===== src/rtl/clock_reg_arbiter_pkg.sv =====
// Shared field layout, limits and FSM encoding for the clock register arbiter.
// Time is {meridian, hour, min, sec}; date is {year, month, day}.
package clock_reg_arbiter_pkg;

    localparam int SEC_LSB      = 0;
    localparam int SEC_MSB      = 5;
    localparam int MIN_LSB      = 6;
    localparam int MIN_MSB      = 11;
    localparam int HOUR_LSB     = 12;
    localparam int HOUR_MSB     = 16;
    localparam int MERIDIAN_BIT = 17;

    localparam int DAY_LSB      = 0;
    localparam int DAY_MSB      = 4;
    localparam int MONTH_LSB    = 5;
    localparam int MONTH_MSB    = 8;
    localparam int YEAR_LSB     = 9;
    localparam int YEAR_MSB     = 15;

    localparam logic [5:0] SEC_MAX   = 6'd59;
    localparam logic [5:0] MIN_MAX   = 6'd59;
    localparam logic [4:0] HOUR_MAX  = 5'd23;
    localparam logic [3:0] MONTH_MAX = 4'd12;

    localparam logic [6:0]  YEAR_MAX_DEFAULT   = 7'd99;
    localparam logic [15:0] DEFAULT_RESET_DATE = 16'h0021;

    typedef enum logic [1:0] {
        ST_IDLE,
        ST_COMMIT,
        ST_ACK,
        ST_WAIT_DROP
    } state_t;

endpackage


===== src/rtl/clock_reg_arbiter_month_len.sv =====
// Days in a given month; February is a leap month whenever year%4 == 0.
module month_len (
    input  logic [6:0] year,
    input  logic [3:0] month,
    output logic [4:0] days
);

    always_comb begin
        days = 5'd31;
        case (month)
            4'd2:                days = (year[1:0] == 2'b00) ? 5'd29 : 5'd28;
            4'd4, 4'd6, 4'd9, 4'd11: days = 5'd30;
            default:             days = 5'd31;
        endcase
    end

endmodule


===== src/rtl/clock_reg_arbiter.sv =====
// Owns the running time/date/alarm registers and arbitrates between the 1 Hz
// count step and settings commits from the key controller.
module clock_reg_arbiter
    import clock_reg_arbiter_pkg::*;
#(
    parameter logic [6:0]  YEAR_MAX   = YEAR_MAX_DEFAULT,
    parameter logic [15:0] RESET_DATE = DEFAULT_RESET_DATE
) (
    input  logic        CLK,
    input  logic        RESETN,
    input  logic        TICK,
    input  logic [5:0]  MODE,
    input  logic        SETTING,
    input  logic        ALARM_ENABLE,
    input  logic [17:0] NEW_TIME,
    input  logic [15:0] NEW_DATE,
    input  logic [16:0] NEW_ALARM,
    output logic        SETTING_OK,
    output logic [17:0] CUR_TIME,
    output logic [15:0] CUR_DATE,
    output logic [16:0] CUR_ALARM,
    output logic        ALARM_HIT,
    output logic        BUSY
);

    state_t state, state_next;

    logic [5:0] cur_sec, cur_min, sec_n, min_n;
    logic [4:0] cur_hour, cur_day, hour_n, day_n, cur_days;
    logic [3:0] cur_month, month_n;
    logic [6:0] cur_year, year_n;

    logic [6:0] new_year, san_year;
    logic [3:0] new_month, san_month;
    logic [4:0] new_day, san_day, new_days;

    logic do_step, do_commit;
    logic unused_mode;

    assign unused_mode = ^MODE[4:1];

    assign cur_sec   = CUR_TIME[SEC_MSB:SEC_LSB];
    assign cur_min   = CUR_TIME[MIN_MSB:MIN_LSB];
    assign cur_hour  = CUR_TIME[HOUR_MSB:HOUR_LSB];
    assign cur_day   = CUR_DATE[DAY_MSB:DAY_LSB];
    assign cur_month = CUR_DATE[MONTH_MSB:MONTH_LSB];
    assign cur_year  = CUR_DATE[YEAR_MSB:YEAR_LSB];

    assign new_day   = NEW_DATE[DAY_MSB:DAY_LSB];
    assign new_month = NEW_DATE[MONTH_MSB:MONTH_LSB];
    assign new_year  = NEW_DATE[YEAR_MSB:YEAR_LSB];

    month_len u_cur_len (
        .year  (cur_year),
        .month (cur_month),
        .days  (cur_days)
    );

    // Year is clamped before the month length lookup so the stored date is valid
    assign san_month = (new_month == 4'd0 || new_month > MONTH_MAX) ? 4'd1 : new_month;
    assign san_year  = (new_year > YEAR_MAX) ? YEAR_MAX : new_year;

    month_len u_new_len (
        .year  (san_year),
        .month (san_month),
        .days  (new_days)
    );

    assign san_day = (new_day == 5'd0)    ? 5'd1 :
                     (new_day > new_days) ? new_days : new_day;

    always_comb begin
        sec_n   = cur_sec;
        min_n   = cur_min;
        hour_n  = cur_hour;
        day_n   = cur_day;
        month_n = cur_month;
        year_n  = cur_year;
        if (cur_sec >= SEC_MAX) begin
            sec_n = 6'd0;
            if (cur_min >= MIN_MAX) begin
                min_n = 6'd0;
                if (cur_hour >= HOUR_MAX) begin
                    hour_n = 5'd0;
                    if (cur_day >= cur_days) begin
                        day_n = 5'd1;
                        if (cur_month >= MONTH_MAX) begin
                            month_n = 4'd1;
                            year_n  = (cur_year >= YEAR_MAX) ? 7'd0 : cur_year + 7'd1;
                        end else begin
                            month_n = cur_month + 4'd1;
                        end
                    end else begin
                        day_n = cur_day + 5'd1;
                    end
                end else begin
                    hour_n = cur_hour + 5'd1;
                end
            end else begin
                min_n = cur_min + 6'd1;
            end
        end else begin
            sec_n = cur_sec + 6'd1;
        end
    end

    always_ff @(posedge CLK) begin
        if (!RESETN) state <= ST_IDLE;
        else         state <= state_next;
    end

    always_comb begin
        state_next = state;
        case (state)
            ST_IDLE:      if (SETTING) state_next = ST_COMMIT;
            ST_COMMIT:    state_next = ST_ACK;
            ST_ACK:       state_next = ST_WAIT_DROP;
            ST_WAIT_DROP: if (!SETTING) state_next = ST_IDLE;
            default:      state_next = ST_IDLE;
        endcase
    end

    // A tick is only honoured in an idle cycle with no commit request pending
    assign do_step    = (state == ST_IDLE) && !SETTING && TICK && !MODE[0];
    assign do_commit  = (state == ST_COMMIT);
    assign SETTING_OK = (state == ST_ACK);
    assign BUSY       = (state != ST_IDLE);

    always_ff @(posedge CLK) begin
        if (!RESETN) begin
            CUR_TIME  <= 18'd0;
            CUR_DATE  <= RESET_DATE;
            CUR_ALARM <= 17'd0;
            ALARM_HIT <= 1'b0;
        end else begin
            ALARM_HIT <= 1'b0;
            if (do_commit) begin
                if (!MODE[5]) begin
                    CUR_TIME <= NEW_TIME;
                    CUR_DATE <= {san_year, san_month, san_day};
                end else begin
                    CUR_ALARM <= NEW_ALARM;
                end
            end else if (do_step) begin
                CUR_TIME  <= {CUR_TIME[MERIDIAN_BIT], hour_n, min_n, sec_n};
                CUR_DATE  <= {year_n, month_n, day_n};
                ALARM_HIT <= ALARM_ENABLE && ({hour_n, min_n, sec_n} == CUR_ALARM);
            end
        end
    end

endmodule


===== config.mk =====
export PLATFORM = sky130hd
export DESIGN_NAME = clock_reg_arbiter
export DESIGN_NICKNAME = d
export VERILOG_FILES = /design/src/rtl/clock_reg_arbiter_pkg.sv /design/src/rtl/clock_reg_arbiter_month_len.sv /design/src/rtl/clock_reg_arbiter.sv
export SDC_FILE = /design/constraint.sdc
export NUM_CORES = 1
export LEC_CHECK = 0
export BUFFER_PORTS_ARGS = -buffer_cell sky130_fd_sc_hd__buf_2
export CAP_MARGIN = 25
export CORE_ASPECT_RATIO = 0.8
export CORE_MARGIN = 5
export CORE_UTILIZATION = 50
export DETAILED_ROUTE_END_ITERATION = 8
export MAX_ROUTING_LAYER = met4
export PLACE_DENSITY = 0.88
export SYNTH_ARGS = -nofsm -noshare
export SYNTH_HDL_FRONTEND = slang
export SYNTH_SLANG_ARGS = --single-unit

===== constraint.sdc =====
create_clock -name CLK -period 2.78 [get_ports CLK]
set_input_delay 0.695 -clock CLK [delete_from_list [all_inputs] [get_ports CLK]]
set_output_delay 0.695 -clock CLK [all_outputs]
set_load 0.01 [all_outputs]

==> results_dict.tcl, run 1 <==
set metrics [dict create \
    outcome "complete, no violations" \
    period_needed_ns 2.55 \
    tightest_slew_ns 0.702 \
    ys_seq_elements 54 \
    cts.clk_slew.worst_paths_ns 0.10 \
    die_w_um 106 \
    routedWlPerCell_um 16.5 \
    routed_wl_um 11400 \
    seq_area_sq_um 1090 \
    drive_gt1_frac 0.265 \
    critical_path_class "reg -> reg" \
    cts_buffer_depth 2 \
    synthArstFlopShare 0 \
    grt_pass1_wl_um 18300 \
    clkSinkCount 54 \
    root_buffer "clkbuf_8" \
    core_area_sq_um 7320 \
    yosysWarnings 0 \
    synth.area.top_cells "dfxtp_1 (29%), nand2_1 (7.9%), a21oi_1 (7.3%)" \
    grt_pass1_vias 3817 \
    cp-start-kind "flop" \
    synth-main-ff-cell "dfxtp_1" \
    critPathBufInv 1 \
    dp_worst_setup_slack_ns -0.0803 \
    ir_drop_mv 0.490 \
    fmax_mhz 392 \
    min_path_type "reg -> reg" \
    fin_area_sq_um 4480 \
    fin_skew_ns 0.00399 \
    grt-ovfl-total 0 \
    initial_utilization 0.506 \
    synth_edf_count 0 \
    area_growth_pct 21.0 \
    synth_cell_types 73 \
    dpl.hpwl_um 8650 \
    slowest_delay_ns 0.39 \
    mostFrequentLayoutCell "buf_2" \
    post_cts_buffers 0 \
    syn_avg_cell_area_sq_um 7.49 \
    clock_latency_ns 0.31 \
    syn_area_sq_um 3710 \
    yosys.area.top_type_share 0.292 \
    relSlewSlack 0.532 \
    rsz0062_at_grt "false" \
    nets 682 \
    vias 4182 \
    startpoint "CUR_DATE[10]$_SDFFE_PN0P_" \
    drt_iter0_drc 415 \
    htreeDepth 2 \
    end_kind "flop" \
    setup_ws_ns 0.227 \
    yosysTopAreaCell "dfxtp_1" \
    postPlaceCellArea_sq_um 4360 \
    crit_fanout 11 \
    cts_buffers 5 \
    critPathRequiredTime_ns 3.00 \
    grtUsageTotal 0.247 \
    max_cap_violations 0 \
    layout_common_cells "buf_2 (111), nand2_1 (78), a21oi_1 (54)" \
    yosysSeqAreaShare 0.292 \
    crit_family "compound AO/OA/AOI/OAI gates" \
    n_fill_cell 657 \
    multiInputGateArea_sq_um 2430 \
    port_buffers 111 \
    leakagePower_nw 1.95 \
    io_pins 116 \
    worstHoldStart "CUR_ALARM[8]$_SDFFE_PN0P_" \
    powerDensity_nw_per_um2 672 \
    drc 0 \
    setup_viol_count_final 0 \
    vias_per_cell 6.05 \
    antenna_cells 0 \
    syn_inst 495 \
    die_y_um 87.0 \
    rows 28 \
    gp_congestion 1.02 \
    arrival_ns 2.77 \
    reg2reg_from "CUR_DATE[10]$_SDFFE_PN0P_" \
    antenna_found_initial 0 \
    syn_nets 576 \
    min_period_over_period 0.918 \
    cp_slowest_cell "dfxtp_2" \
    ant_nets 0 \
    grt_start_max_net_pins 42 \
    hold_viol 0 \
    worstPathCellList "inv_1, ha_1, nand2b_1, a21oi_1, nor2_1, ha_1, nand2b_1, a21o_1, a41o_1, nand3b_4, nor2_4, o211ai_1, o211a_1" \
    drv_slew 0 \
    die_area_sq_um 9250 \
    cts_tree "built" \
    dr.pass1.iters 7 \
]
## per-stage QoR
step	hold slack, ns	power [W]	util	TNS (ns)	instances
final	0.489	0.00301	0.612	0	691
after global placement	0.471	0.00237	0.595	0	684
after global routing	0.519	0.00321	0.612	0	691
after CTS	0.490	0.00300	0.611	0	691
after detailed placement	0.475	0.00244	0.595	-0.0893	684
after floorplan	0.498	0.00198	-	0	495
## area by class of cell
cell class              count  share of cell area
inverters                  15              0.0126
multi-input cells         397               0.542
clock buffers               6              0.0184
flip-flops and latches     54               0.242
clock inverters             1             0.00670
well taps                  90              0.0251
repair buffers            128               0.153
## Yosys cell counts (3+ instances only)
cell type,instances
a21oi_2,3
o21ai_0,40
a211oi_1,13
a22oi_1,4
and3_1,3
nor3_1,12
o211ai_1,11
nor2b_1,3
o31ai_1,5
nor2_1,38
nand2b_1,7
dfxtp_1,54
xor2_1,9
ha_1,19
buf_2,6
o21a_1,3
nand3_1,17
buf_6,4
a31oi_1,3
nand2_1,78
clkbuf_1,18
nor4_1,4
xnor2_1,7
a21o_1,4
inv_1,14
a21oi_1,54
and2_1,5
nor2_2,3
## metal layers
layer | vias to the layer above | track usage | wire [um]
li1 | 2001 | - | -
met1 | 1960 | 0.318 | 4830
met2 | 198 | 0.412 | 5470
met3 | 23 | 0.0304 | 884
met4 | 0 | 0.0694 | 229
met5 | - | - | 0
## path summary, 6_finish.rpt
kind | to | slack, ns | cells after the start
hold / removal | CUR_ALARM[8]$_SDFFE_PN0P_ | 0.49 | 2
hold reg to reg | CUR_ALARM[8]$_SDFFE_PN0P_ | 0.49 | 2
setup reg to reg | CUR_DATE[9]$_SDFFE_PN0P_ | 0.23 | 13
setup / recovery | CUR_DATE[9]$_SDFFE_PN0P_ | 0.23 | 13
## tightest hold or removal path, stage by stage, from the launching register on
cell and delay [ns]:
dfxtp_1 0.34, nand2_1 0.06, a21oi_1 0.05
## registers in the layout (all words and copies together) (netlist names)
name	cells
CUR_TIME	18
ALARM_HIT	1
CUR_DATE	16
state	2
CUR_ALARM	17
## cells by family after synthesis
logic type,synth area share
muxes,0.00877
DFF,0.292
AOI/OAI and AO/OA,0.301
buffers and inverters,0.0547
adders and majority gates,0.0641
and+or+nand+nor,0.242
xor gates and xnor gates,0.0378
## timing repair
item | in CTS | in global routing
resized for setup | 1 | 5
pin swaps | 0 | 3
setup endpoints to repair | 1 | 15
hold buffers | 0 | 0
## power by group
part | internal [W] | switching (W) | leakage [nW]
registers | 0.000889 | 0.000191 | 0.439
logic | 0.000528 | 0.000846 | 1.45
clock network | 0.000289 | 0.000272 | 0.0573
No activity file was read; power rests on OpenSTA's default activity.
==> run 2: changes to the inputs <==
--- a/config.mk
+++ b/config.mk
@@ -5,6 +5,7 @@
 export SDC_FILE = /design/constraint.sdc
 export NUM_CORES = 1
 export LEC_CHECK = 0
+export ABC_AREA = 1
 export BUFFER_PORTS_ARGS = -buffer_cell sky130_fd_sc_hd__buf_2
 export CAP_MARGIN = 25
 export CORE_ASPECT_RATIO = 0.8
@@ -16,3 +17,4 @@
 export SYNTH_ARGS = -nofsm -noshare
 export SYNTH_HDL_FRONTEND = slang
 export SYNTH_SLANG_ARGS = --single-unit
+export TNS_END_PERCENT = 30
==> results_dict.tcl, run 2 <==
set metrics [dict create \
    outcome "complete, no violations" \
    worstPathCellList "inv_1, ha_1, o21ai_0, a21oi_1, a21oi_1, ha_1, o21ai_0, nand2_1, nand4_1, nand2_2, nand3_2, nand2_1, nand2_1, nor2_1" \
    relSlewSlack 0.508 \
    dpl.hpwl_um 8160 \
    cp-start-kind "flop" \
    synth_edf_count 0 \
    setup_viol_count_final 0 \
    ir_drop_mv 0.433 \
    p_comb_frac 0.464 \
    reg2reg_depth 14 \
    period_needed_ns 2.43 \
    drc 0 \
    synth-compound-area-share 0.194 \
    vias_per_cell 5.46 \
    synth_cell_types 41 \
    area_growth_pct 18.4 \
    grt_start_max_net_pins 34 \
    slowest_delay_ns 0.43 \
    synth_xor_area_frac 0.0258 \
    largest_reg_flops 18 \
    fin_skew_ns 0.00523 \
    synth_top_family_by_area "simple AND/OR/NAND/NOR gates" \
    seq_power_share 0.362 \
    syn_nets 642 \
    gp_congestion 0.919 \
    antenna_found_initial 0 \
    cts_tree "built" \
    yosys.area.top_type_share 0.290 \
    hold_viol 0 \
    grtUsageTotal 0.233 \
    critPathRequiredTime_ns 2.99 \
    mostFrequentLayoutCell "buf_2" \
    postPlaceCellArea_sq_um 4300 \
    crit_family "simple AND/OR/NAND/NOR gates" \
    ys_seq_elements 54 \
    worstHoldStart "CUR_ALARM[8]$_SDFFE_PN0P_" \
    die_area_sq_um 9290 \
    nets 743 \
    root_buffer "clkbuf_8" \
    fin_area_sq_um 4410 \
    finalNonFillerCells 753 \
    synth_fa_ha_area_frac 0.0638 \
    arrival_ns 2.64 \
    synth_common_cells "nand2_1 (110), inv_1 (61), o21ai_0 (57)" \
    cts_buffers 5 \
    cp_slowest_cell "dfxtp_1" \
    syn_area_sq_um 3730 \
    drv_slew 0 \
    yosysWarnings 0 \
    tightest_slew_ns 0.737 \
    n_fill_cell 707 \
    drive_gt1_frac 0.247 \
    synthArstFlopShare 0 \
    yosys.area_share.simple 0.324 \
    p_clk_frac 0.174 \
    reg_top3 "CUR_TIME x18, CUR_ALARM x17, CUR_DATE x16" \
    top_register "CUR_TIME" \
    grt-ovfl-total 0 \
    clock_latency_ns 0.31 \
    routedWlPerCell_um 14.1 \
    crit_cells 14 \
    cts_buffer_depth 2 \
    die_y_um 87.2 \
    min_path_type "reg -> reg" \
    leakagePower_nw 2.20 \
    critPathBufInv 1 \
    synth-main-ff-cell "dfxtp_1" \
    critical_path_class "reg -> reg" \
    sw_frac_of_total 0.448 \
    clkSinkCount 54 \
    layout_common_cells "buf_2 (111), nand2_1 (109), inv_1 (61)" \
    synth_mux_area_frac 0 \
    yosysTopAreaCell "dfxtp_1" \
    tns_ns 0 \
    cts.clk_slew.worst_paths_ns 0.10 \
    die_w_um 107 \
    synth_most_common_cell "nand2_1" \
    fmax_mhz 411 \
    reg2reg_from "CUR_DATE[5]$_SDFFE_PN1P_" \
    core_area_sq_um 7320 \
    r2r_slack_ns 0.35 \
    vias 4112 \
    r2r_end "CUR_DATE[10]$_SDFFE_PN0P_" \
    intPower_w 0.00171 \
    whs_path_depth 2 \
    rsz0062_at_grt "false" \
    rows 28 \
    powerDensity_nw_per_um2 700 \
    grt_pass1_vias 3835 \
    routed_wl_um 10600 \
    synth.area.top_cells "dfxtp_1 (29%), nand2_1 (11%), o21ai_0 (7.7%)" \
    io_pins 116 \
    min_period_over_period 0.875 \
    ant_nets 0 \
    crit_fanout 13 \
    crit_top_cell "nand2_1" \
    syn_inst 561 \
    antenna_cells 0 \
    dp.cells 745 \
    drt_iter0_drc 262 \
    end_kind "flop" \
    p_sw_w 0.00138 \
    initial_utilization 0.509 \
    htreeDepth 2 \
    whs_endpoint "CUR_ALARM[8]$_SDFFE_PN0P_" \
    dr.pass1.iters 5 \
    max_cap_violations 0 \
    yosysSeqAreaShare 0.290 \
    port_buffers 111 \
    syn_avg_cell_area_sq_um 6.64 \
    grt_pass1_wl_um 17300 \
]
run 2: cell types whose count changed after synthesis, moves of 7 or more:
cell	before	now
nand4_1	1	12
nand2_2	0	12
nand3_1	17	50
o211ai_1	11	1
nor2_1	38	49
nand2b_1	7	0
inv_1	14	61
a211oi_1	13	1
o21ai_0	40	57
nand2_1	78	110
nor3_1	12	3
run 2: repair_timing:
action | in CTS | in global routing
resized for setup | 0 | 1
setup endpoints to repair | 0 | 3
hold buffers | 0 | 0
buffers inserted | 0 | 0
run 2: cell type report:
cell class / count / area [sq um] / share of cell area
inverters: 66 / 250 / 0.0567
flip-flops and latches: 54 / 1080 / 0.245
clock inverters: 3 / 40.0 / 0.00908
clock buffers: 5 / 68.8 / 0.0156
repair buffers: 116 / 593 / 0.134
well taps: 90 / 113 / 0.0255
multi-input cells: 419 / 2270 / 0.514
run 2: power by group through the flow:
stage	clock network (W)	registers (W)	logic, W
final	0.000536	0.00112	0.00143
after global routing	0.000572	0.00114	0.00162
after CTS	0.000544	0.00111	0.00143
after detailed placement	0	0.00113	0.00142
after global placement	0	0.00112	0.00137
after floorplan	0	0.00116	0.000944
run 2: tightest hold or removal path, stage by stage, from the launching register on:
cell and delay [ns]:
dfxtp_1 0.33, inv_1 0.07, a21oi_1 0.05
run 2: worst max path at each step:
stage,start,end
after floorplan,CUR_DATE[5]$_SDFFE_PN1P_,CUR_DATE[9]$_SDFFE_PN0P_
after global placement,CUR_DATE[5]$_SDFFE_PN1P_,CUR_DATE[11]$_SDFFE_PN0P_
after detailed placement,CUR_DATE[5]$_SDFFE_PN1P_,CUR_DATE[10]$_SDFFE_PN0P_
after CTS,CUR_DATE[5]$_SDFFE_PN1P_,CUR_DATE[11]$_SDFFE_PN0P_
after global routing,CUR_DATE[5]$_SDFFE_PN1P_,CUR_DATE[15]$_SDFFE_PN0P_
final,CUR_DATE[5]$_SDFFE_PN1P_,CUR_DATE[10]$_SDFFE_PN0P_
run 2: kinds of logic after synthesis:
family                     after synthesis
adders and majority gates               19
AOI/OAI and AO/OA                      133
xor gates and xnor gates                11
buffers and inverters                   88
DFF                                     54
and+or+nand+nor                        256
run 2: routing by layer:
| metal | up-vias | share of wire | track usage |
|---|---|---|---|
| li1 | 2069 | - | - |
| met1 | 1902 | 0.45 | 0.299 |
| met2 | 132 | 0.48 | 0.391 |
| met3 | 9 | 0.063 | 0.0356 |
| met4 | 0 | 0.0074 | 0.0534 |
| met5 | - | 0 | - |
run 2: through the flow:
stage | power, W | setup slack (ns) | hold slack [ns] | utilization
4_1_cts | 0.00308 | 0.310 | 0.488 | 0.602
3_3_place_gp | 0.00250 | 0.414 | 0.465 | 0.587
3_5_place_dp | 0.00255 | 0.344 | 0.474 | 0.587
2_1_floorplan | 0.00210 | 0.565 | 0.488 | -
6_report | 0.00309 | 0.348 | 0.491 | 0.603
5_1_grt | 0.00333 | 0.0305 | 0.515 | 0.603
==> run 3: changes to the inputs <==
--- a/config.mk
+++ b/config.mk
@@ -8,7 +8,7 @@
 export ABC_AREA = 1
 export BUFFER_PORTS_ARGS = -buffer_cell sky130_fd_sc_hd__buf_2
 export CAP_MARGIN = 25
-export CORE_ASPECT_RATIO = 0.8
+export CORE_ASPECT_RATIO = 1.4
 export CORE_MARGIN = 5
 export CORE_UTILIZATION = 50
 export DETAILED_ROUTE_END_ITERATION = 8
==> results_dict.tcl, run 3 (synthesis gave the netlist of run 2 again) <==
set metrics [dict create \
    setup_viol_count_final 0 \
    layout_common_cells "buf_2 (111), nand2_1 (110), inv_1 (61)" \
    drc 0 \
    grt_start_max_net_pins 34 \
    clkSinkCount 54 \
    finalNonFillerCells 759 \
    cts.clk_slew.worst_paths_ns 0.10 \
    grtUsageTotal 0.231 \
    htreeDepth 2 \
    dpl.hpwl_um 8240 \
    root_buffer "clkbuf_8" \
    leakagePower_nw 2.21 \
    drt_iter0_drc 232 \
    cp-start-kind "flop" \
    drive_gt1_frac 0.245 \
    relSlewSlack 0.536 \
    period_needed_ns 2.54 \
    clock_latency_ns 0.32 \
    end_kind "flop" \
    nets 742 \
    tightest_slew_ns 0.695 \
    critPathBufInv 1 \
    fmax_mhz 393 \
    routed_wl_um 10500 \
    gp_congestion 1.01 \
    powerDensity_nw_per_um2 719 \
    crit_fanout 9 \
    die_area_sq_um 9310 \
    crit_top_cell "nand2_1" \
    slowest_delay_ns 0.37 \
    critPathRequiredTime_ns 2.99 \
    min_path_type "reg -> reg" \
    mostFrequentLayoutCell "buf_2" \
    hold_viol 0 \
    rows 37 \
    arrival_ns 2.75 \
    final_util 0.609 \
    vias 4109 \
    min_period_over_period 0.915 \
    cts_buffer_depth 2 \
    ant_nets 0 \
    top_register "CUR_TIME" \
    fin_skew_ns 0.00809 \
    grt_pass1_vias 4008 \
    antenna_found_initial 0 \
    critical_path_class "reg -> reg" \
    ir_drop_mv 0.296 \
    dp.cells 751 \
    max_cap_violations 0 \
    die_y_um 112 \
    initial_utilization 0.510 \
    io_pins 116 \
    cts_buffers 5 \
    reg_top3 "CUR_TIME x18, CUR_ALARM x17, CUR_DATE x16" \
    dr.pass1.iters 5 \
    routedWlPerCell_um 13.9 \
    hold_slack_ns 0.494 \
    area_growth_pct 19.4 \
    cp_slowest_cell "dfxtp_1" \
    die_w_um 83.0 \
    core_area_sq_um 7310 \
    largest_reg_flops 18 \
    worstPathCellList "inv_1, ha_1, nor3b_1, a21oi_1, ha_1, o21ai_0, nand2_1, nand4_1, nand2_1, nand2_1, a21oi_1, o21ai_0" \
    drv_slew 0 \
    port_buffers 111 \
    grt-ovfl-total 0 \
    antenna_cells 0 \
    crit_family "simple AND/OR/NAND/NOR gates" \
    outcome "complete, no violations" \
    cts_tree "built" \
    vias_per_cell 5.41 \
    grt_pass1_wl_um 17600 \
]
## run 3: layout make-up
| cell class | instances | area [sq um] |
|---|---|---|
| clock buffers | 6 | 82.6 |
| clock inverters | 2 | 60.1 |
| fillers | 725 | 2860 |
| inverters | 66 | 250 |
| multi-input cells | 419 | 2270 |
| flip-flops and latches | 54 | 1080 |
| well taps | 97 | 121 |
| repair buffers | 115 | 586 |
## run 3: worst paths after layout
check,slack (ns),cells after the start,to,from
setup / recovery,0.24,12,CUR_DATE[5]$_SDFFE_PN1P_,CUR_DATE[5]$_SDFFE_PN1P_
hold / removal,0.49,2,CUR_ALARM[5]$_SDFFE_PN0P_,CUR_ALARM[5]$_SDFFE_PN0P_
setup reg to reg,0.24,12,CUR_DATE[5]$_SDFFE_PN1P_,CUR_DATE[5]$_SDFFE_PN1P_
hold reg to reg,0.49,2,CUR_ALARM[5]$_SDFFE_PN0P_,CUR_ALARM[5]$_SDFFE_PN0P_
## run 3: metrics by stage
stage | area [sq um] | setup WS [ns] | power (W) | setup TNS, ns
global route | 4450 | -0.00106 | 0.00345 | -0.00106
detailed placement | 4300 | 0.236 | 0.00255 | 0
global placement | 4300 | 0.370 | 0.00249 | 0
CTS | 4440 | 0.221 | 0.00321 | 0
floorplan | 3730 | 0.565 | 0.00210 | 0
finish | 4450 | 0.237 | 0.00320 | 0
## run 3: worst reg2reg max path: cells and delay by family (launching register included)
kind | cells | cell delay, ns
AOI/OAI and AO/OA | 4 | 0.47
buffers and inverters | 1 | 0.12
and+or+nand+nor | 5 | 1.02
adders and majority gates | 2 | 0.47
DFF | 1 | 0.37
## run 3: what timing repair did
item,4_1_cts,5_1_grt
gates resized for setup,0,1
endpoints found under the setup margin,0,4
buffers inserted,0,0
hold buffers,0,0
## run 3: layer usage
| metal | vias up | GRT usage | share of wire |
|---|---|---|---|
| met4 | 0 | 0.124 | 0.044 |
| li1 | 2067 | - | - |
| met3 | 38 | 0.0374 | 0.059 |
| met1 | 1850 | 0.234 | 0.37 |
| met2 | 154 | 0.421 | 0.53 |
| met5 | - | - | 0 |
## run 3: where the power goes
group          switching (W)  total (W)  internal, W
sequential          0.000195    0.00112     0.000927
combinational       0.000909    0.00142     0.000512
clock               0.000276   0.000660     0.000384
